### config.mk
export PLATFORM = sky130hd
export DESIGN_NAME = timing_sequencer
export DESIGN_NICKNAME = d
export VERILOG_FILES = /design/src/rtl/timing_sequencer.sv
export SDC_FILE = /design/constraint.sdc
export NUM_CORES = 1
export LEC_CHECK = 0
export BUFFER_PORTS_ARGS = -buffer_cell sky130_fd_sc_hd__buf_2
export CAP_MARGIN = 10
export CORE_MARGIN = 2
export CORE_UTILIZATION = 53
export CTS_BUF_LIST = sky130_fd_sc_hd__clkbuf_2
export CTS_CLUSTER_DIAMETER = 50
export CTS_CLUSTER_SIZE = 24
export DETAILED_ROUTE_END_ITERATION = 8
export PLACE_DENSITY = 0.79
export RECOVER_POWER = 50
export SETUP_SLACK_MARGIN = 0.02
export SYNTH_ARGS = -nofsm -noshare
export SYNTH_HDL_FRONTEND = slang
export SYNTH_SLANG_ARGS = --single-unit
export TNS_END_PERCENT = 1
### constraint.sdc
create_clock -name sysclk -period 2.3 [get_ports sysclk]
set_input_delay 0.115 -clock sysclk [delete_from_list [all_inputs] [get_ports sysclk]]
set_output_delay 0.115 -clock sysclk [all_outputs]
set_load 0.02 [all_outputs]
### src/rtl/timing_sequencer.sv
// ---------------------------------------------------------------------------
// timing_sequencer
//
// Generates the 4004 machine-cycle timing from the fast system clock. A free
// running divider (div_cnt) splits every 4004 clock period into CLK_DIV
// sysclk cycles. Two one-sysclk-wide strobes are issued per period:
// clk1 when the divider wraps to 0, and clk2 half a period later. The eight
// subcycles A1 A2 A3 M1 M2 X1 X2 X3 advance on every clk1. The last sysclk
// of X3 is the machine-cycle boundary, where a halt request can freeze the
// machine in X3. While frozen the divider keeps running, so a resume is
// always aligned to the divider phase.
//
// Parameters:
//   CLK_DIV   sysclk cycles per 4004 clock period (even, >= 4)
//
// Configuration macro:
//   SINGLE_STEP_EN  adds step_req; a pulse while halted runs exactly one
//                   machine cycle at the next boundary, whatever halt_req is.
//
// Ports:
//   sysclk    in   system clock, everything on posedge
//   reset_n   in   synchronous reset, active low
//   halt_req  in   level request to stop at the next machine-cycle boundary
//   step_req  in   single machine-cycle run pulse while halted (SINGLE_STEP_EN)
//   clk1      out  phase-1 strobe, one sysclk wide
//   clk2      out  phase-2 strobe, one sysclk wide
//   state     out  subcycle number, 0=A1 .. 7=X3
//   state_oh  out  one-hot copy of state
//   sync      out  high in X3 while running
//   halted    out  machine frozen in X3, no strobes issued
// ---------------------------------------------------------------------------
module timing_sequencer #(
   parameter int CLK_DIV = 8
) (
   input  logic       sysclk,
   input  logic       reset_n,
   input  logic       halt_req,
`ifdef SINGLE_STEP_EN
   input  logic       step_req,
`endif
   output logic       clk1,
   output logic       clk2,
   output logic [2:0] state,
   output logic [7:0] state_oh,
   output logic       sync,
   output logic       halted
);

   localparam int DIV_W = (CLK_DIV > 1) ? $clog2(CLK_DIV) : 1;
   localparam logic [DIV_W-1:0] DIV_LAST = DIV_W'(CLK_DIV - 1);
   localparam logic [DIV_W-1:0] DIV_HALF = DIV_W'(CLK_DIV / 2);

   typedef enum logic [2:0] {
      A1 = 3'd0,
      A2 = 3'd1,
      A3 = 3'd2,
      M1 = 3'd3,
      M2 = 3'd4,
      X1 = 3'd5,
      X2 = 3'd6,
      X3 = 3'd7
   } subcycle_t;

   subcycle_t        state_q;
   subcycle_t        state_n;
   logic [DIV_W-1:0] div_cnt;
   logic [DIV_W-1:0] div_n;
   logic             halted_n;
   logic             clk1_n;
   logic             clk2_n;
   logic             sync_n;
   logic [7:0]       oh_n;
   logic             halt_obeyed;
   logic             fresh;
`ifdef SINGLE_STEP_EN
   logic             step_pending;
   logic             step_pending_n;
`endif

   // Next-state logic. The reset state sits in X3 with the divider at its
   // last count, which looks exactly like a boundary; "fresh" marks that
   // first cycle so the machine always starts with clk1 in A1 instead of
   // honouring halt_req there. Once halted the machine is parked in X3, so
   // every divider wrap is a boundary sample.
   always_comb begin
      div_n    = (div_cnt == DIV_LAST) ? '0 : div_cnt + DIV_W'(1);
      state_n  = state_q;
      halted_n = halted;
      clk1_n   = 1'b0;
`ifdef SINGLE_STEP_EN
      step_pending_n = step_pending || (halted && step_req);
      halt_obeyed    = halt_req && !(halted && (step_pending || step_req));
`else
      halt_obeyed    = halt_req;
`endif
      if (div_cnt == DIV_LAST) begin
         if (fresh) begin
            state_n  = A1;
            clk1_n   = 1'b1;
            halted_n = 1'b0;
         end else if (state_q == X3) begin
            if (halt_obeyed) begin
               halted_n = 1'b1;
            end else begin
               halted_n = 1'b0;
               clk1_n   = 1'b1;
               state_n  = A1;
`ifdef SINGLE_STEP_EN
               step_pending_n = 1'b0;
`endif
            end
         end else if (!halted) begin
            state_n = subcycle_t'(state_q + 3'd1);
            clk1_n  = 1'b1;
         end
      end
      clk2_n = (div_n == DIV_HALF) && !halted_n;
      sync_n = (state_n == X3) && !halted_n;
      oh_n   = 8'b1 << state_n;
   end

   // All outputs are registered from the next-state values above, so
   // state_oh and sync always agree with state/halted in the same cycle.
   always_ff @(posedge sysclk) begin
      if (!reset_n) begin
         div_cnt      <= DIV_LAST;
         state_q      <= X3;
         halted       <= 1'b0;
         clk1         <= 1'b0;
         clk2         <= 1'b0;
         sync         <= 1'b1;
         state_oh     <= 8'h80;
         fresh        <= 1'b1;
`ifdef SINGLE_STEP_EN
         step_pending <= 1'b0;
`endif
      end else begin
         div_cnt      <= div_n;
         state_q      <= state_n;
         halted       <= halted_n;
         clk1         <= clk1_n;
         clk2         <= clk2_n;
         sync         <= sync_n;
         state_oh     <= oh_n;
         fresh        <= 1'b0;
`ifdef SINGLE_STEP_EN
         step_pending <= step_pending_n;
`endif
      end
   end

   assign state = state_q;

endmodule

## Word-level counts from Yosys, hierarchy flattened

Cells that the tools add are included.

- Bits of input ports: 3
- Bits in registers: 19
- Logic and storage cells: 34

- Shift-type cells: 1
- Add/subtract/negate cells: 2
- Reductions and logical operators: 4
- Equal/unequal tests: 4
- Multiplexer cells: 15

Operator list:

| operator | count |
|---|---|
| 3-bit two-way mux | 6 |
| 3-bit equality test, second input constant | 4 |
| 1-bit two-way mux | 9 |
| 1-bit by 3-bit left shift with 8-bit output, first input constant | 1 |
| 3-bit by 1-bit adder with 3-bit output, second input constant | 2 |
| 1-bit logical AND | 2 |
| 2-bit AND reduction | 1 |
| 1-bit logical NOT | 1 |

## Depth between registers and ports, before layout

- Depth in word-level cells: 7
- Gate-level depth with buffers: 6

## Worst setup path after synthesis

OpenSTA, ideal clock, no wires.

- Path type: reg2reg
- Start: register state_q[0], in the netlist state[0]
- End: register sync
- Slack: 440 ps
- Data arrival time: 1,765 ps
- Path buffers: 0
- Data required time: 2,204 ps
- Setup time: 96 ps
- Stages on the path, launching flop included: 7
- Period minus slack after synthesis: 1,860 ps
- Path through: dfxtp_1 -> ha_1 -> ha_1 -> nand2b_1 -> a211o_1 -> and2_4 -> o41ai_2

- Word-level cells in the longest chain between the ends: 7

Ends and longest elaborated chain:

| element | line | RTL |
|---|---|---|
| from (decl) | 64 | `subcycle_t state_q;` |
| from (signal assigned) | 139 | `state_q <= state_n;` |
| 3-bit by 1-bit adder with 3-bit output | 113 | `state_n = subcycle_t'(state_q + 3'd1);` |
| 3-bit two-way mux | 112 | `end else if (!halted) begin` |
| 3-bit two-way mux | 101 | `end else if (state_q == X3) begin` |
| 3-bit two-way mux | 97 | `if (fresh) begin` |
| 3-bit two-way mux | 96 | `if (div_cnt == DIV_LAST) begin` |
| 3-bit equality test | 118 | `sync_n = (state_n == X3) && !halted_n;` |
| 1-bit logical AND * | 118 |  |
| to (signal assigned) | 143 | `sync <= sync_n;` |
| to (decl) | 45 | `output logic sync,` |

Mark *: on every way between the ends. The rest lies on a longest branch, timed or not.
A chain may end at the register's enable or synchronous reset.

## Worst setup path after layout

- Start: register state_q[0], in the netlist state[0]
- End: register state_oh[4]

- Word-level cells in the longest chain between the ends: 6

Ends and longest elaborated chain:

| element | line | RTL |
|---|---|---|
| 3-bit by 1-bit adder with 3-bit output | 113 |  |
| 3-bit two-way mux | 112 |  |
| 3-bit two-way mux | 101 |  |
| 3-bit two-way mux | 97 |  |
| 3-bit two-way mux * | 96 |  |
| 1-bit by 3-bit left shift with 8-bit output * | 119 | `oh_n = 8'b1 << state_n;` |
| to (signal assigned) | 144 | `state_oh <= oh_n;` |
| to (decl) | 44 | `output logic [7:0] state_oh,` |

Marks and branches as above.

==> metrics <==
die width a little over 40 um; simple logic cell fraction of the synthesized area 0.204; first-pass iteration count of the detailed router 5; layout cells sized above 1 0.146; minimum setup slack after placement 0.340 ns; main flop type after synthesis sky130_fd_sc_hd__dfxtp_1; Mapped Area about 740 sq um; CP Data Arrival Time between 2 and 2.5 ns; Synth cell types 29; clock-pin slew reported for the worst setup and hold paths after clock tree synthesis around 0.18 ns; FFs w/ async S/R, synth 0; number of port buffers 17; detail-routed net length per standard cell 13.1 um; count of nets after finishing 98; max-cap check violation count 0; leading cell types by total area after synthesis sky130_fd_sc_hd__dfxtp_1, sky130_fd_sc_hd__ha_1, sky130_fd_sc_hd__nand2_1; routing usage on met2 0.313; met3 usage 0.0319; clock period minus final worst setup slack 1.98 ns; first-iteration detailed-routing DRC count 7; count of flip-flops with a built-in enable after synthesis 0; Fill cells ~120; internal cell power roughly 570 uW; CTS tree done; RSZ-0062 raised after global routing no; Floorplan Core Area around 1300 sq um; Setup-failing EPs final 0; critical path's slowest cell sky130_fd_sc_hd__dfxtp_1; count of standard-cell rows 13; worst-skew pair later-pin latency 0.30 ns; share of the synthesized netlist area taken by xor and xnor gates 0; most common cell after layout, fill and taps aside sky130_fd_sc_hd__dfxtp_1; path category of the worst min-delay check input port to flop; Clock Tree Buf Depth 2; share of the clock period used by the worst path 0.859; register share of total power 0.447; depth of the CTS H-tree 1; maximum fanout count along the critical path 7; maximum number of pins on one net before global-route repair 12; initial core utilization 0.566; power per cell area about 1100 nW/um^2; Total Neg Setup Slack 0 ns; net load switching power slightly below 400 uW; result of the run finished, final reports clean; cell occurring most often along the worst timing path sky130_fd_sc_hd__ha_1; gate count after technology mapping 69; layout overhead on the synthesized area 13.9%; cell accounting for the most synthesized area sky130_fd_sc_hd__dfxtp_1; final design utilization 0.645; Chip Height slightly above 40 um; class of the most critical setup path flop to flop; Final Hold Fails 0; total routed wirelength roughly 1.4 mm; detailed-route via count approximately 570; sinks on the clock net 19; clock skew between 0.015 and 0.02 ns; total power of the final layout roughly 960 uW; antenna violations before repair 0; I/O pin cnt 18; first-pass GRT wire length 1.98 mm; total overflow reported by the global router 0; number of antenna diodes 0; adder and majority gate portion of the synthesized area 0.0849; final weighted congestion in routability-driven placement ~0.75; cell family with the largest share of critical-path delay simple AND/OR/NAND/NOR gates; die outline area 1700 sq um; count of final max-slew check failures 0; syn nets 77; IR Drop Worst-Case VDD about 0.00064 V; static leakage 0.351 nW; Hold-fix buffers, CTS 0; Detail Route Antenna Nets 0; combinational family with the most area after synthesis simple AND/OR/NAND/NOR gates; post-detailed-route via-to-cell ratio 5.44; total of flip-flops plus latches after synthesis 19; multiplexer area fraction after synthesis 0.0136; biggest cell delay along the critical path 0.40 ns; Critical Path Sink Type flop; Combinational Power Share 0.410; number of global-route vias before repair ~450; per-instance average area after synthesis between 10 and 15 sq um; count of unresolved DRC violations after routing 0; area share of the largest cell type after synthesis 0.516; part of the total power dissipated in the clock network 0.143; cell at the root of the clock tree sky130_fd_sc_hd__clkbuf_2; Compound-Gate Fraction of Synth Area 0.156; Yosys warning total 0; post-CTS setup buffer count 0; switching share of power 0.402; Critical Path Source Type flop; total of cells resized after clock tree synthesis 0; Bufs and invs on worst path 0; FMAX 0.506 GHz; TritonCTS buffer count 3; WP data required about 2.5 ns; sequential cell area fraction in the yosys report 0.516; min setup slack post-route ~0.32 ns; placed wire-length estimate about 1.0 mm; global router's overall resource usage 0.185; most frequent cells in the layout sky130_fd_sc_hd__dfxtp_1, sky130_fd_sc_hd__clkbuf_1, sky130_fd_sc_hd__nand2_1, sky130_fd_sc_hd__ha_1, sky130_fd_sc_hd__inv_1; worst rel slew slack 0.685; cell chain of the critical path ha_1 > ha_1 > nand2b_1 > a211o_1 > and2_4 > nor4b_1; met1 Resource Use GR 0.222; worst slew pin tran 0.472 ns; GRT busiest layer met2
## metal layers
| metal | part of all wire | up-vias |
|---|---|---|
| li1 | - | 284 |
| met1 | 0.46 | 261 |
| met2 | 0.49 | 19 |
| met3 | 0.043 | 2 |
| met4 | 0.0044 | 0 |
| met5 | 0 | - |
## cell type report
cell class | instances | area, sq um | area share
well taps | 15 | 18.8 | 0.0224
multi-input cells | 45 | 338 | 0.402
flip-flops and latches | 19 | 380 | 0.453
clock buffers | 3 | 15.0 | 0.0179
clock inverters | 1 | 5.00 | 0.00596
repair buffers | 17 | 67.6 | 0.0805
inverters | 4 | 15.0 | 0.0179
## worst paths after layout
path,startpoint,endpoint,slack [ns],cells past startpoint
max,state[0],state_oh[4],0.32,6
min,reset_n,state[1],0.16,2
max reg2reg,state[0],state_oh[4],0.32,6
min reg2reg,div_cnt[0],div_cnt[0],0.49,1
## power groups by stage
stage          logic, mW  clock network, mW  registers [mW]
4_1_cts            0.407              0.142           0.426
5_1_grt            0.429              0.155           0.436
3_5_place_dp       0.406                  0           0.433
6_report           0.392              0.137           0.428
3_3_place_gp       0.393                  0           0.430
2_1_floorplan      0.236                  0           0.495
## Yosys cell counts (2+ instances only)
cell and number:
sky130_fd_sc_hd__nor2_1 2, sky130_fd_sc_hd__ha_1 5, sky130_fd_sc_hd__nand2b_1 3, sky130_fd_sc_hd__o21ai_0 2, sky130_fd_sc_hd__nand2_1 5, sky130_fd_sc_hd__nand3_1 3, sky130_fd_sc_hd__dfxtp_1 19, sky130_fd_sc_hd__a21oi_1 3
sky130_fd_sc_hd__nor3_1 3, sky130_fd_sc_hd__inv_1 4, sky130_fd_sc_hd__nor3b_1 2
## through the flow
step,hold slack [ns],area (sq um),instances
3_3_place_gp,0.379,837,100
6_report,0.157,840,104
4_1_cts,0.0501,857,104
3_5_place_dp,0.390,837,100
5_1_grt,0.162,840,104
2_1_floorplan,0.238,737,69
## worst reg2reg max path, delay by kind of cell (launching register included)
| kind | cells | cell delay (ns) |
|---|---|---|
| flops | 1 | 0.40 |
| simple gates | 3 | 0.71 |
| compound gates | 1 | 0.29 |
| fa+ha+maj | 2 | 0.50 |
## flip-flops by register name, summed over array words and instances (netlist names)
| signal | count |
|---|---|
| state_oh | 8 |
| div_cnt | 3 |
| state | 3 |
| clk1 | 1 |
| clk2 | 1 |
| fresh | 1 |
| halted | 1 |
| sync | 1 |
## cells by family after synthesis
logic type                 Yosys count
muxes                                1
adders and majority gates            5
and+or+nand+nor                     25
buffers and inverters                5
AOI/OAI and AO/OA                   14
DFF                                 19
No activity file was read; power rests on OpenSTA's default activity.
